$ cat config.mk
export PLATFORM = sky130hd
export DESIGN_NAME = nes_joypad_port
export DESIGN_NICKNAME = d
export VERILOG_FILES = /design/src/rtl/nes_joypad_port.sv
export SDC_FILE = /design/constraint.sdc
export NUM_CORES = 1
export LEC_CHECK = 0
export ABC_AREA = 1
export BUFFER_PORTS_ARGS = -buffer_cell sky130_fd_sc_hd__buf_2
export CORE_ASPECT_RATIO = 0.7
export CORE_MARGIN = 4
export CORE_UTILIZATION = 30
export CTS_BUF_LIST = sky130_fd_sc_hd__clkbuf_2
export CTS_CLUSTER_DIAMETER = 60
export CTS_CLUSTER_SIZE = 28
export DETAILED_ROUTE_END_ITERATION = 10
export RECOVER_POWER = 50
export SYNTH_ARGS = -nofsm -noshare
export SYNTH_HDL_FRONTEND = slang
export SYNTH_SLANG_ARGS = --single-unit
$ cat constraint.sdc
create_clock -name clock -period 1.6 [get_ports clock]
set_input_delay 0.24 -clock clock [delete_from_list [all_inputs] [get_ports clock]]
set_output_delay 0.24 -clock clock [all_outputs]
set_load 0.05 [all_outputs]
$ cat src/rtl/nes_joypad_port.sv
// rtl/nes_joypad_port.sv - 2A03 controller port responder for $4016/$4017
//
// Purpose:
//   Answers CPU bus accesses to the controller registers. A write to $4016
//   updates the OUT[2:0] latch; a read of $4016/$4017 samples that port's
//   serial data line, returns it one cycle later, and fires a clock pulse to
//   the controller so its shift register advances.
//
// Optional feature macro: JOYPAD_EXP_BITS_EN
//   Defined   : adds joyExp1/joyExp2 inputs, returned inverted in dataOut[4:3].
//   Undefined : no expansion inputs, dataOut[4:3] read 0.
//
// Ports:
//   clock        in   system clock, rising edge
//   reset        in   synchronous active-high reset
//   addr[15:0]   in   CPU address
//   dataIn[7:0]  in   CPU write data
//   rw           in   1 = read, 0 = write
//   cpuValid     in   one-cycle strobe per CPU access
//   dataOut[7:0] out  registered read data (holds between reads)
//   dataOutValid out  one-cycle flag when dataOut carries a read response
//   joyHit       out  combinational decode hit for the top-level read mux
//   joyOut[2:0]  out  OUT2..OUT0 latch, joyOut[0] is the controller strobe
//   joyClk1      out  port 1 clock pulse, active-high
//   joyClk2      out  port 2 clock pulse, active-high
//   joyData1     in   port 1 serial data, active-low
//   joyData2     in   port 2 serial data, active-low
//   joyExp1[1:0] in   port 1 expansion bits, active-low (macro only)
//   joyExp2[1:0] in   port 2 expansion bits, active-low (macro only)

// Per-port clock pulse generator.
//   clock    in   system clock
//   reset    in   synchronous active-high reset
//   trigger  in   read hit for this port
//   joy_clk  out  registered controller clock pulse
module nes_joypad_pulse #(
    parameter int unsigned PULSE_CYCLES = 2
) (
    input  logic clock,
    input  logic reset,
    input  logic trigger,
    output logic joy_clk
);

    typedef enum logic {
        IDLE  = 1'b0,
        PULSE = 1'b1
    } state_t;

    // The counter holds the remaining high cycles after the current one.
    localparam logic [3:0] LOAD = 4'(PULSE_CYCLES - 1);

    state_t     state;
    logic [3:0] count;

    always_ff @(posedge clock) begin
        if (reset) begin
            state   <= IDLE;
            count   <= 4'd0;
            joy_clk <= 1'b0;
        end else begin
            case (state)
                IDLE: begin
                    if (trigger) begin
                        state   <= PULSE;
                        count   <= LOAD;
                        joy_clk <= 1'b1;
                    end
                end
                PULSE: begin
                    // A repeat read only stretches the pulse; the line never
                    // drops, so the controller sees a single rising edge.
                    if (trigger) begin
                        count <= LOAD;
                    end else if (count == 4'd0) begin
                        state   <= IDLE;
                        joy_clk <= 1'b0;
                    end else begin
                        count <= count - 4'd1;
                    end
                end
                default: begin
                    state   <= IDLE;
                    count   <= 4'd0;
                    joy_clk <= 1'b0;
                end
            endcase
        end
    end

endmodule

module nes_joypad_port #(
    parameter int unsigned CLK_PULSE_CYCLES = 2,
    parameter logic [7:0]  OPEN_BUS_VALUE   = 8'h40
) (
    input  logic        clock,
    input  logic        reset,
    input  logic [15:0] addr,
    input  logic [7:0]  dataIn,
    input  logic        rw,
    input  logic        cpuValid,
    output logic [7:0]  dataOut,
    output logic        dataOutValid,
    output logic        joyHit,
    output logic [2:0]  joyOut,
    output logic        joyClk1,
    output logic        joyClk2,
    input  logic        joyData1,
    input  logic        joyData2
`ifdef JOYPAD_EXP_BITS_EN
    ,
    input  logic [1:0]  joyExp1,
    input  logic [1:0]  joyExp2
`endif
);

    localparam logic [15:0] ADDR_PORT1 = 16'h4016;
    localparam logic [15:0] ADDR_PORT2 = 16'h4017;

    logic is_port1;
    logic is_port2;
    logic read_port1;
    logic read_port2;
    logic write_out;
    logic serial_bit;
    logic [1:0] exp_bits;

    assign is_port1 = (addr == ADDR_PORT1);
    assign is_port2 = (addr == ADDR_PORT2);

    // Writes to $4017 belong to the APU frame counter, so only reads decode.
    assign read_port1 = cpuValid & rw & is_port1;
    assign read_port2 = cpuValid & rw & is_port2;
    assign write_out  = cpuValid & ~rw & is_port1;
    assign joyHit     = cpuValid & (is_port1 | (rw & is_port2));

    // Controller lines are active-low; software expects 1 = pressed.
    assign serial_bit = read_port1 ? ~joyData1 : ~joyData2;

`ifdef JOYPAD_EXP_BITS_EN
    assign exp_bits = read_port1 ? ~joyExp1 : ~joyExp2;
`else
    assign exp_bits = 2'b00;
`endif

    // OUT latch bits above OUT2 do not exist on the 2A03.
    logic unused_data_high;
    assign unused_data_high = ^dataIn[7:3];

    always_ff @(posedge clock) begin
        if (reset) begin
            dataOut      <= OPEN_BUS_VALUE;
            dataOutValid <= 1'b0;
            joyOut       <= 3'b000;
        end else begin
            dataOutValid <= read_port1 | read_port2;
            if (read_port1 | read_port2) begin
                // Bits 7:5 float on the real bus and keep the open-bus value.
                dataOut <= {OPEN_BUS_VALUE[7:5], exp_bits, 2'b00, serial_bit};
            end
            if (write_out) begin
                joyOut <= dataIn[2:0];
            end
        end
    end

    nes_joypad_pulse #(
        .PULSE_CYCLES(CLK_PULSE_CYCLES)
    ) u_pulse1 (
        .clock   (clock),
        .reset   (reset),
        .trigger (read_port1),
        .joy_clk (joyClk1)
    );

    nes_joypad_pulse #(
        .PULSE_CYCLES(CLK_PULSE_CYCLES)
    ) u_pulse2 (
        .clock   (clock),
        .reset   (reset),
        .trigger (read_port2),
        .joy_clk (joyClk2)
    );

endmodule

Word-level counts from Yosys, hierarchy flattened
Index checks and enable logic that the tools add are counted.
W data, S select, Z words.
{"block": "word_totals", "reg_bits": 17, "output_inout_bits": 15}
{"block": "op_classes", "n_reduce_logical": 6, "n_bitwise": 14, "eq_ne": 10, "n_addsub": 2, "muxes": 25}
{"op": "$eq A16 B15 Y1 const B", "n": 2}
{"op": "$mux W4", "n": 6}
{"op": "$pmux W4 S2", "n": 2}
{"op": "$mux W1", "n": 13}
{"op": "$ne A2 B2 Y1 const B", "n": 6}
{"op": "$logic_not A4 Y1", "n": 2}
{"op": "$pmux W1 S2", "n": 4}
{"op": "$sub A4 B1 Y4 const B", "n": 2}
{"op": "$and A1 B1 Y1", "n": 7}
{"op": "$ne A3 B3 Y1 const B", "n": 2}
{"op": "$reduce_and A3 Y1", "n": 2}
{"op": "$not A1 Y1", "n": 5}
{"op": "$reduce_and A2 Y1", "n": 2}
{"op": "$or A1 B1 Y1", "n": 2}

Longest topological paths before layout
Gate-level depths: netlist (run 1).
{"block": "logic_depth", "depth_word": 4, "mapped_depth": 9, "mapped_depth_nobuf": 9}

Modules after synthesis
From an unflattened synthesis (run 1), not the netlist that was laid out.
{"block": "hier_totals", "cells_unflattened": 161, "hier_area_um2": 1078.5}
{"mod": "nes_joypad_pulse", "n_inst": 2, "seq_area_each_um2": 120.1, "cells_each": 47, "area_per_inst_um2": 325.3}
{"mod": "nes_joypad_port", "n_inst": 1, "seq_area_each_um2": 100.1, "cells_each": 67, "area_per_inst_um2": 427.9}

Least setup slack after synthesis (run 1)
Ideal clock, no wire load.
{"block": "synth_path", "path_kind": "input-to-output", "from": "in addr[11]", "to": "out joyHit", "required_ns": 1.360, "slack_ns": 0.286, "cell_stages": 5, "arrival_time_ns": 1.074, "cell_sequence": "nor2_1 nand2_1 nor2_4 nand2_4 nand2_1"}
{"block": "synth_via", "elab_chain_len": 4, "elab_cells_between_ends": 5, "classes_between": "eq/ne (2); bitwise (3)"}
{"item": "start: declaration", "line": "99", "text": "input logic [15:0] addr,"}
{"item": "$eq A16 B15 Y1", "line": "130", "text": "assign is_port2 = (addr == ADDR_PORT2);"}
{"item": "$and A1 B1 Y1", "line": "136", "text": "assign joyHit = cpuValid & (is_port1 | (rw & is_port2));"}
{"item": "$or A1 B1 Y1 *", "line": "136"}
{"item": "$and A1 B1 Y1 *", "line": "136"}
{"item": "end: declaration", "line": "105", "text": "output logic joyHit,"}
Every way passes the cells marked *; elsewhere a longest branch is shown, timed or not.

Final worst setup path (run 1)
{"block": "layout_path", "from": "reg u_pulse2.joy_clk", "to": "out joyClk2"}
{"item": "start: declaration", "line": "42", "text": "output logic joy_clk"}
{"item": "start signal: assignment", "line": "60", "text": "joy_clk <= 1'b0;"}
{"item": "start signal: assignment", "line": "67", "text": "joy_clk <= 1'b1;"}
{"item": "start signal: assignment", "line": "77", "text": "joy_clk <= 1'b0;"}
{"item": "end: declaration", "line": "108", "text": "output logic joyClk2,"}
No word-level cell between the ends.

==> results of run 1 <==
==> where the power goes <==
group	total [mW]	leakage [nW]	switching, mW	internal (mW)
combinational	0.109	0.458	0.0762	0.0331
clock	0.195	0.0164	0.138	0.0566
sequential	0.424	0.137	0.000000849	0.424
total	0.728	0.611	0.214	0.513
==> layout make-up <==
class                      count  area, um2  area share (%)
multi-input combinational    105        578            45.2
sequential                    17        340            26.6
timing repair buffer          35        170            13.3
inverter                      28        108            8.41
tap                           50       62.6            4.89
clock buffer                   3       15.0            1.17
clock inverter                 1       5.00           0.391
==> stage by stage <==
stage	worst slack (ns)	hold slack (ns)	instances
final	0.202	0.147	239
after global routing	0.102	0.143	239
after CTS	0.210	0.148	239
after detailed placement	0.249	0.456	235
after global placement	0.246	0.452	235
after floorplan	0.286	0.309	158
==> layer usage <==
metal	vias to the layer above	wire length [um]	track usage [%]
li1	520	-	-
met1	409	1090	13.5
met2	19	762	13.2
met4	0	8	1.45
met3	2	133	3.82
met5	-	0	0
==> synthesized netlist by cell type, drive strengths merged <==
master / number / area (um2)
a21oi: 8 / 40.0
a31oi: 1 / 21.3
and2: 1 / 6.26
buf: 8 / 60.1
conb: 2 / 7.51
dfxtp: 17 / 340
ha: 4 / 50.1
inv: 28 / 108
nand2: 30 / 133
nand3: 6 / 55.1
nand4: 5 / 46.3
nor2: 35 / 171
o21ai: 2 / 10.0
o21bai: 1 / 7.51
or2: 2 / 12.5
xor2: 3 / 26.3
==> worst paths after layout <==
check | from | endpoint | slack [ns] | depth (start not counted)
min | dataIn[1] | joyOut[1] | 0.15 | 3
max | u_pulse2.joy_clk | joyClk2 | 0.20 | 1
min reg2reg | u_pulse2.count[1] | u_pulse2.count[1] | 0.47 | 2
max reg2reg | u_pulse1.count[0] | u_pulse1.count[1] | 0.21 | 7
==> state kept, by name (all words and copies together) (netlist names) <==
| signal | count |
|---|---|
| u_pulse2.count | 4 |
| u_pulse1.state | 1 |
| u_pulse1.joy_clk | 1 |
| u_pulse2.state | 1 |
| u_pulse1.count | 4 |
| joyOut | 3 |
| dataOutValid | 1 |
| dataOut | 1 |
| u_pulse2.joy_clk | 1 |
==> cell families (layout without fill, tap and decap cells) <==
family / Yosys count / in the layout / synth area share, %
AOI/OAI and AO/OA: 12 / 12 / 7.20
DFF: 17 / 17 / 31.1
other: 2 / 7 / 0.686
adders and majority gates: 4 / 4 / 4.57
and+or+nand+nor: 79 / 79 / 38.7
buffers and inverters: 36 / 67 / 15.3
xor gates and xnor gates: 3 / 3 / 2.40
==> results_dict.tcl, run 1 <==
set metrics [dict create \
    outcome "finished clean" \
    period_share_pct 87.4 \
    std_cell_rows 18 \
    drv_slew 0 \
    nFillCells 397 \
    drt_first_pass_iters 4 \
    coreArea_mm2 0.00351 \
    peakVddDrop_v 0.000338 \
    syn2layout_area_growth_pct 16.8 \
    viasPerCell 3.97 \
    power.density_mw_per_mm2 569 \
    totalNegativeSetupSlack_ns 0 \
    crit_buf_inv 1 \
    detailed_place.area_mm2 0.00130 \
    tritoncts.num_buffers 3 \
    ys_seq_elements 17 \
    clock_latency_reported_for_the_late_side_of_the_worst_skew_pair_ns 0.30 \
    layout_common_cells "sky130_fd_sc_hd__nor2_1 (27), sky130_fd_sc_hd__buf_2 (25), sky130_fd_sc_hd__nand2_1 (24), sky130_fd_sc_hd__inv_1 (23), sky130_fd_sc_hd__dfxtp_1 (17)" \
    clockBufferDepth 2 \
    period_needed_ns 1.40 \
    chipHeight_um 58.5 \
    clock-root-buffer "sky130_fd_sc_hd__clkbuf_2" \
    cp_cell_sequence "clkbuf_1" \
    cp_slowest_cell "sky130_fd_sc_hd__clkbuf_1" \
    syn-mean-instance-area_um2 7.16 \
    critical_path.max_stage_delay_ns 0.48 \
    max_freq_mhz 715 \
    grt_first_pass_wirelength_mm 3.46 \
    post-cts-setup-buffer-count 0 \
    design_power_total_uw 728 \
    critical_path_required_ns 1.36 \
    worst_slew_pin_slew_ns 0.610 \
    remaining_drc_errors 0 \
    route.detailed.wl_per_inst_um 8.32 \
    starting_density_of_the_core_pct 31.2 \
    post_synth_num_cell_types 24 \
    die-width_um 80.2 \
    dieArea_mm2 0.00470 \
    cts.sink_count 17 \
    synth.yosys.warnings 0 \
    final_layout_size_suffix_gt1_share_pct 27.5 \
    rsz_0062_raised_after_global_routing "no" \
    gr-usage-all-layers_pct 9.35 \
    path_delay_family "buffers and inverters" \
    final_core_utilization_pct 36.4 \
    drtIter0Drc 43 \
    critical_path.endpoint_type "primary output" \
    slew_headroom_pct 59.5 \
    cts.htree.levels 1 \
    routed-via-count 950 \
    synth.yosys.seq_area_share_pct 31.1 \
    setup_viol_count_final 0 \
    numPortBuffers 32 \
    worst-path-max-fanout 2 \
    fin_nets 224 \
    critical_path_class "reg2out" \
    maxCapViolCount 0 \
    timing.clock.skew_ns 0.0192 \
    drt-total-wl_mm 1.99 \
    postSynthCellCount 153 \
    antenna_found_initial 0 \
    largest_net_degree_at_the_start_of_global_routing 11 \
    critical_path_start_type "flop" \
    dp.final_hpwl_mm 1.70 \
    final_design_area_no_fill_mm2 0.00128 \
    design.portCount 45 \
    antenna_violating_nets_post_route 0 \
    synth_area_mm2 0.00109 \
    hold_buffers 0 \
    cts.clk_slew.worst_paths_ns 0.18 \
    gp_congestion 0.767 \
    num_antenna_cells 0 \
    layout.cells.most_common "sky130_fd_sc_hd__nor2_1" \
    critical_path_arrival_ns 1.16 \
    leakage_nw 0.611 \
    cts_tree "yes" \
    hold_path_class "in2reg" \
    final_hold_vios 0 \
    grt_overflow_total 0 \
    cts_resized 0 \
    first_global_vias 822 \
]
Note: power is estimated with default switching activity, not from simulation.
==> run 2, diff against run 1 <==
Settings changed: BUFFER_PORTS_ARGS -buffer_cell sky130_fd_sc_hd__buf_2 to default, DONT_BUFFER_PORTS from default to 1.
==> run 2 against run 1 <==
  * Count of clock-buffer cells in the layout is 1 higher
  * Core utilization is 3.7 points lower
  * Global-route usage is 0.065 points higher
  * Worst hold slack worse by 0.064 ns
  * Sequential cell count stayed put
  * Cell count is 13% lower
  * Critical path type is now reg2reg
==> results_dict.tcl, run 2 (same netlist as run 1, synthesis figures left out) <==
set metrics [dict create \
    drtIter0Drc 38 \
    num_antenna_cells 0 \
    final_design_area_no_fill_mm2 0.00115 \
    period_needed_ns 1.45 \
    std_cell_rows 18 \
    chipHeight_um 58.5 \
    cts.clk_slew.worst_paths_ns 0.16 \
    antenna_found_initial 0 \
    dp.final_hpwl_mm 1.70 \
    sequential_cell_area_um2 340 \
    max_freq_mhz 691 \
    drt_first_pass_iters 4 \
    cp_slowest_cell "sky130_fd_sc_hd__dfxtp_1" \
    critical_path_class "reg2reg" \
    rsz_0062_raised_after_global_routing "no" \
    route.detailed.wl_per_inst_um 9.85 \
    gr-usage-all-layers_pct 9.42 \
    multi_input_area_um2 591 \
    slew_headroom_pct 60.1 \
    remaining_drc_errors 0 \
    cts_resized 0 \
    worst-path-max-fanout 5 \
    cts.sink_count 17 \
    hold_path_class "in2reg" \
    drt-total-wl_mm 2.06 \
    design.portCount 45 \
    coreArea_mm2 0.00351 \
    biggestRegsByFlops "u_pulse1.count: 4 flops, u_pulse2.count: 4 flops, joyOut: 3 flops" \
    layout.cells.most_common "sky130_fd_sc_hd__nor2_1" \
    syn2layout_area_growth_pct 5.03 \
    nFillCells 403 \
    die-width_um 80.2 \
    tritoncts.num_buffers 3 \
    dieArea_mm2 0.00470 \
    final_hold_vios 0 \
    starting_density_of_the_core_pct 31.2 \
    critical_path_required_ns 1.84 \
    worst_slew_pin_slew_ns 0.601 \
    grt_first_pass_wirelength_mm 3.33 \
    antenna_violating_nets_post_route 0 \
    outcome "finished clean" \
    totalNegativeSetupSlack_ns 0 \
    drv_slew 0 \
    grt_overflow_total 0 \
    crit_buf_inv 2 \
    final_layout_size_suffix_gt1_share_pct 17.0 \
    setup_viol_count_final 0 \
    routed-via-count 840 \
    detailed_place.area_mm2 0.00115 \
    leakage_nw 0.503 \
    maxCapViolCount 0 \
    numPortBuffers 0 \
    critical_path.max_stage_delay_ns 0.34 \
    path_delay_family "simple AND/OR/NAND/NOR gates" \
    period_share_pct 90.5 \
    largest_net_degree_at_the_start_of_global_routing 10 \
    peakVddDrop_v 0.000291 \
    clock_latency_reported_for_the_late_side_of_the_worst_skew_pair_ns 0.29 \
    layout_common_cells "sky130_fd_sc_hd__nor2_1 (27), sky130_fd_sc_hd__nand2_1 (24), sky130_fd_sc_hd__inv_1 (23), sky130_fd_sc_hd__dfxtp_1 (17), sky130_fd_sc_hd__a21oi_1 (8)" \
    gp_congestion 0.758 \
    cp_cell_sequence "inv_1 -> ha_1 -> nand3_1 -> and2_0 -> inv_2 -> or2_0 -> a21oi_1" \
    first_global_vias 750 \
    viasPerCell 4.02 \
    cts_tree "yes" \
    critical_path_arrival_ns 1.69 \
    power.density_mw_per_mm2 609 \
    critical_path_start_type "flop" \
    clock-root-buffer "sky130_fd_sc_hd__clkbuf_2" \
    fin_nets 194 \
    cts.htree.levels 1 \
    critical_path.endpoint_type "flop" \
    timing.clock.skew_ns 0.00483 \
    clockBufferDepth 2 \
]
-- run 2: changes by cell type in the layout (fill, tap and decap cells not counted) --
cell,before,now
sky130_fd_sc_hd__clkinv_2,1,0
sky130_fd_sc_hd__and2_1,1,0
sky130_fd_sc_hd__clkbuf_2,3,4
sky130_fd_sc_hd__buf_2,25,0
sky130_fd_sc_hd__buf_4,2,1
sky130_fd_sc_hd__and2_0,0,1
sky130_fd_sc_hd__nand3_1,5,4
sky130_fd_sc_hd__dlygate4sd3_1,0,1
sky130_fd_sc_hd__nand3_4,1,2
sky130_fd_sc_hd__clkbuf_1,8,3
-- run 2: path summary, 6_finish.rpt --
check	startpoint	to	slack [ns]	depth (start not counted)
hold reg to reg	u_pulse2.count[1]	u_pulse2.count[1]	0.48	2
setup reg to reg	u_pulse1.count[0]	u_pulse1.count[1]	0.15	7
hold / removal	dataIn[0]	joyOut[0]	0.08	2
setup / recovery	u_pulse1.count[0]	u_pulse1.count[1]	0.15	7
-- run 2: where the power goes --
group	internal (mW)	leakage, nW	total (mW)	switching, mW
clock	0.0662	0.0166	0.197	0.131
combinational	0.0152	0.350	0.0796	0.0644
sequential	0.424	0.137	0.424	0.00000385
-- run 2: repair_timing --
action,in CTS,in global routing
hold endpoints to repair,6,0
hold buffers,1,0
setup endpoints to repair,0,0
buffers inserted,0,0
-- run 2: routing by layer --
metal	GRT usage [%]	vias up	share of wire [%]
met5	0	-	0
met4	2.89	0	0.97
met3	4.59	2	7.4
met2	13.2	20	40
met1	12.7	358	52
li1	-	460	-
-- run 2: area by class of cell --
class                   count  area share, %
well taps                  50           5.44
inverters                  28           9.36
flip-flops and latches     17           29.6
repair buffers              5           2.50
clock buffers               4           1.74
multi-input cells         105           51.4
-- run 2: per-stage QoR --
step	util (%)	hold WS (ns)	power (mW)	setup WS [ns]	std cells
after floorplan	-	0.309	0.516	0.286	158
after global placement	32.6	0.312	0.508	0.275	204
after detailed placement	32.6	0.314	0.509	0.260	204
after CTS	33.5	0.0679	0.717	0.234	209
after global routing	32.7	0.0642	0.741	0.0809	209
final	32.7	0.0836	0.700	0.153	209
